==> src/rtl/stop_wait_arbiter.sv <==
// Round-robin arbiter granting one requester at a time to a stop-and-wait resource.
// Optional WAIT-state abort is built when STOP_WAIT_ARB_TIMEOUT_EN is defined.
module stop_wait_arbiter #(
  parameter int unsigned NUM_REQ        = 4,
  parameter int unsigned TIMEOUT_CYCLES = 255
) (
  input  logic                       clk,
  input  logic                       rst,
  input  logic [NUM_REQ-1:0]         req,
  output logic [NUM_REQ-1:0]         grant,
  output logic [$clog2(NUM_REQ)-1:0] grant_id,
  output logic                       start,
  input  logic                       done,
  output logic                       busy,
  output logic                       timeout
);

  localparam int unsigned ID_W = $clog2(NUM_REQ);
  localparam logic [NUM_REQ-1:0] GRANT_ONE = NUM_REQ'(1);
  localparam logic [ID_W-1:0]    LAST_IDX  = ID_W'(NUM_REQ - 1);

  typedef enum logic [1:0] {
    IDLE  = 2'd0,
    ISSUE = 2'd1,
    WAIT  = 2'd2
  } state_t;

  state_t          state;
  logic [ID_W-1:0] last_id;
  logic [ID_W-1:0] pick_id;
  logic            pick_found;
  logic            wait_expired;

  // Rotating priority search: first set req bit after last_id, wrapping to 0.
  always_comb begin
    int unsigned idx;
    pick_found = 1'b0;
    pick_id    = '0;
    idx        = 0;
    for (int unsigned i = 1; i <= NUM_REQ; i++) begin
      idx = (32'(last_id) + i) % NUM_REQ;
      if (!pick_found && req[idx]) begin
        pick_found = 1'b1;
        pick_id    = ID_W'(idx);
      end
    end
  end

  always_ff @(posedge clk) begin
    if (rst) begin
      state    <= IDLE;
      grant    <= '0;
      grant_id <= '0;
      start    <= 1'b0;
      busy     <= 1'b0;
      last_id  <= LAST_IDX;
    end else begin
      start <= 1'b0;
      case (state)
        IDLE: begin
          if (pick_found) begin
            state    <= ISSUE;
            grant    <= GRANT_ONE << pick_id;
            grant_id <= pick_id;
            start    <= 1'b1;
            busy     <= 1'b1;
          end
        end
        ISSUE: begin
          state <= WAIT;
        end
        WAIT: begin
          // done and an expiring counter both release the grant; done has priority for timeout
          if (done || wait_expired) begin
            state   <= IDLE;
            grant   <= '0;
            busy    <= 1'b0;
            last_id <= grant_id;
          end
        end
        default: begin
          state <= IDLE;
          grant <= '0;
          busy  <= 1'b0;
        end
      endcase
    end
  end

`ifdef STOP_WAIT_ARB_TIMEOUT_EN
  localparam int unsigned CNT_W = 16;
  localparam logic [CNT_W-1:0] CNT_LAST = CNT_W'(TIMEOUT_CYCLES - 1);

  logic [CNT_W-1:0] wait_cnt;

  // Counts WAIT cycles; expires at the end of the TIMEOUT_CYCLES-th one.
  always_ff @(posedge clk) begin
    if (rst) begin
      wait_cnt <= '0;
      timeout  <= 1'b0;
    end else begin
      timeout <= (state == WAIT) && !done && wait_expired;
      if (state == ISSUE) begin
        wait_cnt <= '0;
      end else if (state == WAIT) begin
        wait_cnt <= wait_cnt + CNT_W'(1);
      end
    end
  end

  assign wait_expired = (wait_cnt == CNT_LAST);
`else
  assign wait_expired = 1'b0;
  assign timeout      = 1'b0;
`endif

  // Structural invariants of the grant outputs.
  a_param_range: assert property (@(posedge clk)
    (NUM_REQ >= 2) && (NUM_REQ <= 16) && (TIMEOUT_CYCLES >= 1) && (TIMEOUT_CYCLES <= 65535));
  a_grant_onehot: assert property (@(posedge clk) disable iff (rst) $onehot0(grant));
  a_busy_grant:   assert property (@(posedge clk) disable iff (rst) busy == (grant != '0));
  a_start_busy:   assert property (@(posedge clk) disable iff (rst) start |-> busy);

endmodule
==> config.mk <==
export PLATFORM = sky130hd
export DESIGN_NAME = stop_wait_arbiter
export DESIGN_NICKNAME = d
export VERILOG_FILES = /design/src/rtl/stop_wait_arbiter.sv
export SDC_FILE = /design/constraint.sdc
export NUM_CORES = 1
export LEC_CHECK = 0
export BUFFER_PORTS_ARGS = -buffer_cell sky130_fd_sc_hd__buf_4
export CAP_MARGIN = 20
export CELL_PAD_IN_SITES_DETAIL_PLACEMENT = 0
export CELL_PAD_IN_SITES_GLOBAL_PLACEMENT = 1
export CORE_MARGIN = 2
export CORE_UTILIZATION = 32
export DETAILED_ROUTE_END_ITERATION = 6
export GPL_TIMING_DRIVEN = 0
export PLACE_DENSITY = 0.81
export REMOVE_ABC_BUFFERS = 1
export SETUP_SLACK_MARGIN = 0.15
export SYNTH_ARGS = -nofsm -noshare
export SYNTH_HDL_FRONTEND = slang
export SYNTH_SLANG_ARGS = --single-unit
export TNS_END_PERCENT = 50
==> constraint.sdc <==
create_clock -name clk -period 1.2 [get_ports clk]
set_input_delay 0.06 -clock clk [delete_from_list [all_inputs] [get_ports clk]]
set_output_delay 0.06 -clock clk [all_outputs]
set_load 0.02 [all_outputs]
# Yosys cells after proc, flatten, opt, wreduce, memory -nomap -nowiden
# Index checks and enable logic that the tools add are counted.
# Widths: inputs -> output; s select.
# op_classes
n_lt_le_gt_ge	4
multipliers	0
eq_ne	4
reduce_logical	12
add_sub_neg	4
n_div	0
shift	1
mux	26
bitwise	2
# ops
cell	count
$lt 2x3->1 const B	4
$mux 2	6
$pmux 4 s3	1
$mux 1	11
$bmux 1 s2	4
$mux 4	2
$pmux 2 s3	1
$reduce_and 2->1	3
$add 2x1->2 const B	2
$add 2x2->2 const B	2
$ne 2x2->1 const B	2
$shl 1x2->4 const A	1
$logic_and 1x1->1	3
$logic_not 1->1	3
$pmux 1 s3	1
$reduce_and 3->1	1
$eq 2x1->1 const B	1
$eq 2x2->1 const B	1
$logic_not 2->1	1
$not 1->1	2
$reduce_or 2->1	1
# word_totals
latch_bits	0
memories	0
regBits	12
ramBits	0
rom_bits	0
input_bits	7
elab_cells	59

# Logic depth before layout (Yosys ltp)
# Gate-level depths: netlist (run 1).
# depth
ltp_word	16
ltp_mapped	5
mapped_depth_nobuf	4

# Worst setup path after synthesis (run 1)
# Ideal clock, no wire load.
# synth_path
kind	register to register
from	register state[0]
to	register grant[0]
arrival_time_ns	1.208
n_path_buf	0
slack_ns	-0.083
stages_incl_launch_ff	4
path_cell_list	dfxtp_1 nor3_4 or3b_1 o22ai_1
# synth_via
elab_chain_len	3
# synth_rtl
element	line	text
start, declared	28	state_t state;
start signal, assigned	51	state <= IDLE;
start signal, assigned	62	state <= ISSUE;
start signal, assigned	70	state <= WAIT;
$eq 2x2->1, or another cell as far along	59	case (state)
$ne 2x2->1 (no source line) / $not 1->1 (equally long branches)	--	
$reduce_and 3->1 (no source line)	--	
end signal, assigned	63	grant <= GRANT_ONE << pick_id;
end, declared	10	output logic [NUM_REQ-1:0] grant,
# Several ways; a longest one is shown, not always the timed one.
# A chain may end at the register's enable or synchronous reset.

# Worst setup path after layout (run 1)
# Same ends and word-level chain as after synthesis.

==> results of run 1 <==
[layout make-up]
type                    count  area (um^2)  share of cell area (%)
clock buffers               4         36.3                    4.61
well taps                  25         31.3                    3.97
inverters                   1         3.75                   0.477
repair buffers             17          131                    16.7
multi-input cells          42          332                    42.1
flip-flops and latches     12          253                    32.1
[critical path: cells and delay by family (launching register included)]
kind | cells | cell delay [ns]
flip-flops | 1 | 0.38
AO/OA/AOI/OAI | 1 | 0.14
AND/OR/NAND/NOR | 2 | 0.63
[cells in the mapped netlist]
| library cell | n |
|---|---|
| o221ai_1 | 1 |
| mux2i_1 | 4 |
| o221a_1 | 1 |
| nor4_1 | 2 |
| a31oi_4 | 1 |
| nand3b_1 | 7 |
| nand2b_1 | 3 |
| o22ai_1 | 4 |
| nor2_1 | 5 |
| buf_6 | 1 |
| buf_2 | 1 |
| dfxtp_1 | 12 |
| a211oi_1 | 1 |
| nor4_2 | 1 |
| buf_4 | 1 |
| a21o_2 | 1 |
| nor3_1 | 1 |
| a21oi_1 | 3 |
| or3b_1 | 1 |
| conb_1 | 1 |
| nor3_4 | 1 |
| nand2_1 | 2 |
| inv_1 | 1 |
| nor2b_1 | 1 |
| o21ai_0 | 1 |
[worst max path at each step]
| stage | slack (ns) | to | cells past startpoint |
|---|---|---|---|
| after global routing | -0.09 | grant[0] | 3 |
| after global placement | -0.20 | grant[0] | 3 |
| after floorplan | -0.08 | grant[0] | 3 |
| final | -0.04 | grant[0] | 3 |
| after CTS | -0.05 | grant[0] | 4 |
| after detailed placement | -0.22 | grant[0] | 3 |
[metal layers]
| layer | GRT usage, % | part of all wire, % | vias to the layer above |
|---|---|---|---|
| met4 | 5.14 | 1.2 | 0 |
| met2 | 18.1 | 46 | 12 |
| met1 | 16.6 | 45 | 222 |
| li1 | - | - | 246 |
| met3 | 7.06 | 6.9 | 2 |
| met5 | 0 | 0 | - |
[kinds of logic (layout without fill, tap and decap cells)]
group,Yosys count,after routing,synth area share [%]
flip-flops,12,12,41.9
AO/OA/AOI/OAI,13,13,17.9
other,1,1,0.654
multiplexers,4,4,6.99
AND/OR/NAND/NOR,24,24,27.7
buffers and inverters,4,22,4.80
[sequential cells by signal, indices dropped and copies added, names as in the netlist]
register / flops
state: 2
last_id: 2
busy: 1
start: 1
grant: 4
grant_id: 2
[layout by cell type, fill, tap and decap left out, types with 2 or more instances in the layout]
cell,instances
o22ai_1,3
mux2i_1,4
dfxtp_1,8
a21oi_1,3
nor2_1,5
nand3b_1,7
nor4_1,2
nand2b_1,2
buf_4,16
clkbuf_4,3
dfxtp_4,3
nand2_1,2
[repair_timing]
item,4_1_cts,5_1_grt
resized for setup,7,7
hold endpoints to repair,0,0
pin swaps,1,1
setup buffers,3,0
hold buffers,0,0
endpoints found under the setup margin,9,9
[report_power, final]
part | leakage, nW | switching [mW] | internal [mW] | total [mW]
registers | 0.0996 | 0.0343 | 0.434 | 0.469
clock network | 0.0210 | 0.134 | 0.184 | 0.318
logic | 0.205 | 0.130 | 0.128 | 0.258
total | 0.326 | 0.298 | 0.747 | 1.04
==> metrics.md, run 1 <==
| Metric | Value |
|---|---|
| Crit path kind | `reg -> reg` |
| CTS Sinks | `12` |
| GPL Wtd Cong | `roughly 0.74` |
| Fmax | `roughly 810 MHz` |
| Final setup violation count | `2` |
| Total grt overflow | `0` |
| Syn-to-layout area delta | `37.3%` |
| Crit path launch | `state[0]` |
| Detailed Route WL | `between 1000 and 1500 um` |
| Row cnt | `15` |
| Hold Slack | `0.0333 ns` |
| Netlist cell types | `25` |
| Setup slack after layout | `-0.0370 ns` |
| Number of fillers in the final layout | `about 170` |
| Critical path data arrival time | `roughly 1.4 ns` |
| RSZ-0062 raised after global routing | `true` |
| Min-Delay Path Class | `in -> reg` |
| Layout cells sized above 1 | `between 40% and 50%` |
| Peak supply drop | `1.04 mV` |
| DR vias | `between 400 and 500` |
| Synth Register Bits | `12` |
| Synth Warn # | `0` |
| Port Buffers | `14` |
| Clock tree from TritonCTS | `yes` |
| Max stage delay on crit path | `~0.41 ns` |
| HPWL Detailed | `797 um` |
| Die Ht | `roughly 46 um` |
| Register area share after synthesis | `41.9%` |
| Leakage | `approximately 0.33 nW` |
| Fin crit share | `103%` |
| Status | `complete, but fails checks` |
| Final std cells w/o fill | `between 100 and 150` |
| CP max stage cell | `or3b_4` |
| CTS clock-pin slew for the worst setup and hold paths | `approximately 0.080 ns` |
| Share of the synthesized area in the top cell type | `41.9%` |
| First-pass GRT wire length | `between 1500 and 2000 um` |
| Detail Route Antenna Nets | `0` |
| Overall Power | `1.04 mW` |
| Max clock buf depth | `2` |
| Setup_tns | `-0.0463 ns` |
| Nets@finish | `84` |
| Vias in the first global route | `~420` |
| Final Hold Viols | `0` |
| Flop2flop setup slack | `-0.04 ns` |
| Pre-CTS setup slack | `-0.220 ns` |
| Ordered cell list for the critical path | `nor3_4 -> or3b_4 -> o22ai_2` |
| RR Endpoint | `grant[0]` |
| Synth top area cells | `dfxtp_1 (42%), nand3b_1 (9.2%), mux2i_1 (7.0%)` |
| Register-to-Register Path Depth | `3` |
| Die area | `approximately 2100 um^2` |
| Drt initial violations | `1` |
| Top Ports | `16` |
| Endpoint class of the critical path | `flop` |
| Failing checks | `setup timing` |
| Via density | `4.77` |
| Total CTS buffers | `3` |
| Initial antenna violation count | `0` |
| Final core occ | `46.1%` |
| Tmin final | `between 1 and 1.5 ns` |
| Layout Skew | `roughly 0.0079 ns` |
| Startpoint types | `flop` |
| Pwr/cell area | `roughly 1300 nW/um^2` |
| Placed Instances | `94` |
| Die X | `46.3 um` |
| CTS Root Cell | `clkbuf_4` |
| Pins Over Slew Limit | `0` |
| WHS Path Cells | `2` |
| Worst Path Required | `1.40 ns` |
| Routed WL per cell | `12.0 um` |
| Synth area leader | `dfxtp_1` |
| Worst reg2reg path startpoint | `state[0]` |
| Drt pass-1 iters | `4` |
| Worst Hold End | `state[1]` |
| GRT Total Usage | `13.0%` |
| Largest net degree at the start of global routing | `15` |
| Later-pin clock latency in the skew report | `about 0.27 ns` |
| Crit Path Max Fanout | `7` |
| DRC viols | `0` |
| # diodes | `0` |
| Placed Area | `686 um^2` |
| Syn avg cell area | `between 9 and 10 um^2` |
| Htree depth | `1` |
| Final instance area | `787 um^2` |
| Cells after Synth | `58` |
| Hold path startpoint | `rst` |
| Starting density of the core | `around 34%` |
| Post-Syn Area | `573 um^2` |
| Core Box Area | `1710 um^2` |
| MaxCap Viol Count | `0` |
No activity file was read; power rests on OpenSTA's default activity.
==> inputs of run 2 (changes only) <==
--- a/config.mk
+++ b/config.mk
@@ -10,10 +10,10 @@
 export CELL_PAD_IN_SITES_DETAIL_PLACEMENT = 0
 export CELL_PAD_IN_SITES_GLOBAL_PLACEMENT = 1
 export CORE_MARGIN = 2
-export CORE_UTILIZATION = 32
+export CORE_UTILIZATION = 36
 export DETAILED_ROUTE_END_ITERATION = 6
 export GPL_TIMING_DRIVEN = 0
-export PLACE_DENSITY = 0.81
+export PLACE_DENSITY = 0.85
 export REMOVE_ABC_BUFFERS = 1
 export SETUP_SLACK_MARGIN = 0.15
 export SYNTH_ARGS = -nofsm -noshare
==> constraint.sdc (replaced) <==
create_clock -name clk -period 1.4 [get_ports clk]
set_input_delay 0.07 -clock clk [delete_from_list [all_inputs] [get_ports clk]]
set_output_delay 0.07 -clock clk [all_outputs]
set_load 0.02 [all_outputs]
==> run 2 against run 1 <==
  * The flow now finishes without violations
  * Core utilization up 1.9 points
  * Clock-buffer cell count unchanged
  * Final area down 8.1%
  * Critical path type unchanged
==> metrics.md, run 2 (same netlist as run 1, synthesis figures left out) <==
| Metric | Value |
|---|---|
| Critical path data arrival time | `1.44 ns (about the same)` |
| Startpoint types | `flop` |
| Die Ht | `43.9 um (-5.2%)` |
| GRT Total Usage | `12.9% (-0.12 points)` |
| Worst Path Required | `1.59 ns (+0.19 ns)` |
| Starting density of the core | `38.0% (+4.5 points)` |
| CTS Root Cell | `clkbuf_4` |
| Worst reg2reg path startpoint | `last_id[1]` |
| Setup slack after layout | `0.154 ns (+0.191 ns)` |
| Nets@finish | `82 (-2.4%)` |
| Clock group share of total power | `31.1% (+0.6 points)` |
| Flop2flop setup slack | `0.15 ns (+0.19 ns)` |
| Setup_tns | `0 ns (+0.0463 ns)` |
| Most flops, register | `grant` |
| Final core occ | `48.0% (+1.9 points)` |
| GPL Wtd Cong | `0.676 (-8.4%)` |
| WHS Path Cells | `2 (unchanged)` |
| Flop pwr share | `46.0% (+1.2 points)` |
| Detailed Route WL | `1140 um (-5.9%)` |
| First-pass GRT wire length | `1810 um (-3.3%)` |
| Hold Slack | `0.0581 ns (+0.0249 ns)` |
| Die area | `1930 um^2 (-10%)` |
| Leakage | `0.301 nW (-7.7%)` |
| Syn-to-layout area delta | `26.2%` |
| RSZ-0062 raised after global routing | `true` |
| Port Buffers | `14 (unchanged)` |
| Top Ports | `16 (unchanged)` |
| Fmax | `802 MHz (-0.76%)` |
| Max FFs per register | `4 (unchanged)` |
| Status | `complete, no violations` |
| Switching share of power | `28.4% (-0.076 points)` |
| Pint | `625 uW (-16%)` |
| Final setup violation count | `0 (-2)` |
| Pre-CTS setup slack | `-0.0222 ns (+0.197 ns)` |
| Pwr/cell area | `1210 nW/um^2 (-9.0%)` |
| Total grt overflow | `0 (unchanged)` |
| Peak supply drop | `0.474 mV (-54%)` |
| Part of the power in combinational logic | `22.9% (-1.8 points)` |
| Final Hold Viols | `0 (unchanged)` |
| RR Endpoint | `grant[0]` |
| Largest net degree at the start of global routing | `15 (unchanged)` |
| Fin crit share | `89.0% (-14 points)` |
| Die X | `43.9 um (-5.2%)` |
| Drt initial violations | `18 (+17)` |
| Hold path startpoint | `rst` |
| # diodes | `0 (unchanged)` |
| Crit Path Max Fanout | `7 (unchanged)` |
| Most common cell after layout, fill and taps aside | `buf_4` |
| Tmin final | `1.25 ns (+0.00944 ns)` |
| Hold-fix buffers, CTS | `0 (unchanged)` |
| Max clock buf depth | `2 (unchanged)` |
| Htree depth | `1 (unchanged)` |
| Worst Hold End | `grant_id[0]` |
| Total CTS buffers | `3 (unchanged)` |
| Drt pass-1 iters | `4 (unchanged)` |
| HPWL Detailed | `792 um (-0.58%)` |
| CTS clock-pin slew for the worst setup and hold paths | `0.08 ns (about the same)` |
| DRC viols | `0 (unchanged)` |
| Final instance area | `723 um^2 (-8.1%)` |
| Clock tree from TritonCTS | `yes` |
| Layout Skew | `0.00542 ns (-0.00248 ns)` |
| CTS Sinks | `12 (unchanged)` |
| Endpoint class of the critical path | `flop` |
| Via density | `5.27 (+10%)` |
| Pins Over Slew Limit | `0 (unchanged)` |
| Later-pin clock latency in the skew report | `0.27 ns (about the same)` |
| Layout cells sized above 1 | `33.8% (-9.6 points)` |
| Initial antenna violation count | `0 (unchanged)` |
| Register-to-Register Path Depth | `4 (+1)` |
| Placed Area | `674 um^2 (-1.6%)` |
| DR vias | `474 (-1.7%)` |
| Switching Power | `248 uW (-17%)` |
| Min-Delay Path Class | `in -> reg` |
| Row cnt | `14 (-1)` |
| Core Box Area | `1510 um^2 (-12%)` |
| MaxCap Viol Count | `0 (unchanged)` |
| Crit path kind | `reg -> reg` |
| Detail Route Antenna Nets | `0 (unchanged)` |
| Routed WL per cell | `12.7 um (+5.6%)` |
| Number of fillers in the final layout | `149 (-12%)` |
| Most frequent cells in the layout | `buf_4 (15), dfxtp_1 (10), nand3b_1 (7)` |
| Vias in the first global route | `425 (+2.2%)` |
[run 2: critical path, stage by stage, from the launching register on]
cell      delay [ns]
dfxtp_4         0.38
nand2b_1        0.15
a31oi_4         0.10
or3b_1          0.38
o22ai_1         0.16
[run 2: worst max path at each step]
stage,start,end,depth (start not counted)
3_5_place_dp,state[0],grant[0],3
6_report,last_id[1],grant[0],4
5_1_grt,last_id[0],grant[0],4
2_1_floorplan,state[0],grant[0],3
4_1_cts,last_id[1],grant[0],4
3_3_place_gp,state[0],grant[0],3
[run 2: per-stage QoR]
| stage | total power [mW] | std cells |
|---|---|---|
| after detailed placement | 0.601 | 85 |
| after CTS | 0.883 | 90 |
| after global placement | 0.598 | 85 |
| final | 0.874 | 90 |
| after floorplan | 0.524 | 55 |
| after global routing | 0.919 | 90 |
[run 2: final cells by class]
type | count | area (um^2) | share of cell area (%)
clock buffer | 4 | 36.3 | 5.02
inverter | 1 | 3.75 | 0.519
sequential | 12 | 245 | 33.9
timing repair buffer | 15 | 113 | 15.6
multi-input combinational | 42 | 305 | 42.2
tap | 16 | 20.0 | 2.77
[run 2: power groups by stage]
| stage | logic [mW] | registers (mW) | clock network, mW |
|---|---|---|---|
| floorplan | 0.0920 | 0.432 | 0 |
| global placement | 0.190 | 0.408 | 0 |
| detailed placement | 0.191 | 0.409 | 0 |
| CTS | 0.199 | 0.401 | 0.283 |
| global route | 0.217 | 0.407 | 0.295 |
| finish | 0.200 | 0.402 | 0.272 |
[run 2: layer usage]
layer / part of all wire (%) / up-vias / track usage [%]
met5: 0 / - / 0
met2: 48 / 11 / 19.7
li1: - / 245 / -
met3: 4.2 / 2 / 2.50
met1: 45 / 216 / 16.0
met4: 2.0 / 0 / 9.09
[run 2: timing repair]
action,4_1_cts,5_1_grt
pin swaps,1,0
endpoints found under the setup margin,2,5
setup buffers,1,0
resized for setup,3,1
==> inputs of run 3 (changes only) <==
--- a/config.mk
+++ b/config.mk
@@ -5,15 +5,14 @@
 export SDC_FILE = /design/constraint.sdc
 export NUM_CORES = 1
 export LEC_CHECK = 0
-export BUFFER_PORTS_ARGS = -buffer_cell sky130_fd_sc_hd__buf_4
 export CAP_MARGIN = 20
 export CELL_PAD_IN_SITES_DETAIL_PLACEMENT = 0
 export CELL_PAD_IN_SITES_GLOBAL_PLACEMENT = 1
-export CORE_MARGIN = 2
-export CORE_UTILIZATION = 36
+export CORE_UTILIZATION = 43
 export DETAILED_ROUTE_END_ITERATION = 6
+export DONT_BUFFER_PORTS = 1
 export GPL_TIMING_DRIVEN = 0
-export PLACE_DENSITY = 0.85
+export PLACE_DENSITY = 0.83
 export REMOVE_ABC_BUFFERS = 1
 export SETUP_SLACK_MARGIN = 0.15
 export SYNTH_ARGS = -nofsm -noshare
==> run 3 against run 2 <==
  * Sequential power up 7.0%
  * Power down 13%
  * Die area down 23%
  * Final area down 14%
  * Highest routed layer is now met3
  * Critical endpoint unchanged
  * Combinational power down 37%
  * Critical path depth unchanged
  * Routed wire length down 5.4%
  * Hold slack worse by 0.035 ns
  * Global-route usage up 5.3 points
  * Final cell count down 18%
==> metrics.md, run 3 (same netlist as run 1, synthesis figures left out) <==
| Metric | Value |
|---|---|
| Status | `complete, no violations` |
| Crit path depth | `4 (unchanged)` |
| Max clock buf depth | `2 (unchanged)` |
| Detail Route Antenna Nets | `0 (unchanged)` |
| Total grt overflow | `0 (unchanged)` |
| Peak supply drop | `0.762 mV (+61%)` |
| Routed WL per cell | `14.6 um (+15%)` |
| CTS Root Cell | `clkbuf_4` |
| Htree depth | `1 (unchanged)` |
| Fmax | `806 MHz (+0.43%)` |
| Detailed Route WL | `1080 um (-5.4%)` |
| Total CTS buffers | `3 (unchanged)` |
| Most common cell after layout, fill and taps aside | `dfxtp_1` |
| GPL Wtd Cong | `0.623 (-7.9%)` |
| Crit path kind | `reg -> reg` |
| Layout Skew | `0.000815 ns (-0.00460 ns)` |
| CP top delay family | `simple AND/OR/NAND/NOR gates` |
| Register-to-Register Path Depth | `4 (unchanged)` |
| Clock tree from TritonCTS | `yes` |
| Starting density of the core | `48.9% (+11 points)` |
| Later-pin clock latency in the skew report | `0.26 ns (about the same)` |
| Via density | `6.11 (+16%)` |
| MaxCap Viol Count | `0 (unchanged)` |
| Final core occ | `53.2% (+5.2 points)` |
| Initial antenna violation count | `0 (unchanged)` |
| Max stage delay on crit path | `0.39 ns (about the same)` |
| Leakage | `0.229 nW (-24%)` |
| Fin crit share | `88.7% (-0.38 points)` |
| Vias in the first global route | `430 (+1.2%)` |
| Largest net degree at the start of global routing | `13 (-2)` |
| Final setup violation count | `0 (unchanged)` |
| HPWL Detailed | `717 um (-9.5%)` |
| Setup slack after layout | `0.159 ns (+0.00532 ns)` |
| Die area | `1480 um^2 (-23%)` |
| Ordered cell list for the critical path | `nand2b_1 -> a31oi_4 -> or3b_4 -> o22ai_2` |
| Final Hold Viols | `0 (unchanged)` |
| Pre-CTS setup slack | `-0.00176 ns (+0.0205 ns)` |
| CTS clock-pin slew for the worst setup and hold paths | `0.07 ns (about the same)` |
| Most frequent cells in the layout | `dfxtp_1 (10), nand3b_1 (7), nor2_1 (5)` |
| First-pass GRT wire length | `1750 um (-3.0%)` |
| GRT Total Usage | `18.2% (+5.3 points)` |
| RSZ-0062 raised after global routing | `true` |
| Row cnt | `12 (-2)` |
| CTS Sinks | `12 (unchanged)` |
| Min-Delay Path Class | `in -> reg` |
| Worst Path Required | `1.60 ns (about the same)` |
| CP max stage cell | `or3b_4` |
| Endpoint class of the critical path | `flop` |
| DR vias | `452 (-4.6%)` |
| Critical path data arrival time | `1.44 ns (about the same)` |
| Top Ports | `16 (unchanged)` |
| Final instance area | `623 um^2 (-14%)` |
| Pwr/cell area | `1220 nW/um^2 (+0.98%)` |
| Tmin final | `1.24 ns (-0.00532 ns)` |
| Syn-to-layout area delta | `8.73%` |
| Drt initial violations | `3 (-15)` |
| Startpoint types | `flop` |
| Max FFs per register | `4 (unchanged)` |
| Pins Over Slew Limit | `0 (unchanged)` |
| Die X | `38.5 um (-12%)` |
| Placed Area | `567 um^2 (-16%)` |
| Layout cells sized above 1 | `20.0% (-14 points)` |
| # diodes | `0 (unchanged)` |
| CP Buf/Inv Count | `0 (unchanged)` |
| Drt pass-1 iters | `4 (unchanged)` |
| Port Buffers | `0 (-14)` |
| Die Ht | `38.5 um (-12%)` |
| Most flops, register | `grant` |
| WHS Path Cells | `3 (+1)` |
| Core Box Area | `1170 um^2 (-22%)` |
| DRC viols | `0 (unchanged)` |
| Nets@finish | `69 (-16%)` |
| Crit Path Max Fanout | `7 (unchanged)` |
[run 3: cell types whose count changed in the layout (fill, tap and decap cells not counted)]
cell	change
o22ai_2	+1
or3b_1	-1
clkbuf_8	-1
dfxtp_4	+1
o22ai_1	-1
or3b_4	+1
dfxtp_2	-1
dlygate4sd3_1	+1
buf_4	-14
[run 3: final timing paths]
path	from	to	slack, ns
setup / recovery	last_id[1]	grant[0]	0.16
hold / removal	done	state[1]	0.02
setup reg to reg	last_id[1]	grant[0]	0.16
hold reg to reg	last_id[0]	last_id[0]	0.54
[run 3: repair_timing]
item                       in CTS  in global routing
pin swaps                       1                  0
hold buffers                    1                  0
buffers inserted                1                  0
setup endpoints to repair       3                  2
gates resized for setup         4                  3
hold endpoints to repair       12                  0
[run 3: routing by layer]
layer  GRT usage [%]  wire length [um]  vias up
li1                -                 -      222
met1            20.9               464      206
met2            27.9               512       24
met3            11.0               101        0
met4            5.17                 0        0
met5               0                 0        -
[run 3: layout make-up]
| type | instances | area [um^2] |
|---|---|---|
| fillers | 119 | 548 |
| multi-input cells | 42 | 314 |
| flip-flops and latches | 12 | 248 |
| clock buffers | 3 | 22.5 |
| repair buffers | 2 | 17.5 |
| well taps | 14 | 17.5 |
| inverters | 1 | 3.75 |
[run 3: report_power, final]
part	switching, mW	internal [mW]
registers	0.0584	0.371
logic	0.0627	0.0646
clock network	0.104	0.0994
[run 3: per-stage QoR]
step	power, mW	cells	setup TNS, ns	hold WS, ns
6_report	0.760	74	0	0.0228
5_1_grt	0.807	74	0	0.0113
4_1_cts	0.767	74	0	0.00784
3_5_place_dp	0.544	69	-0.00176	0.146
3_3_place_gp	0.542	69	-0.0137	0.144
2_1_floorplan	0.524	55	0	0.142
[run 3: worst min-delay path, cell delays in order]
cell and delay [ns]:
nor3_1 0.02, a21oi_1 0.11, nor2_1 0.05
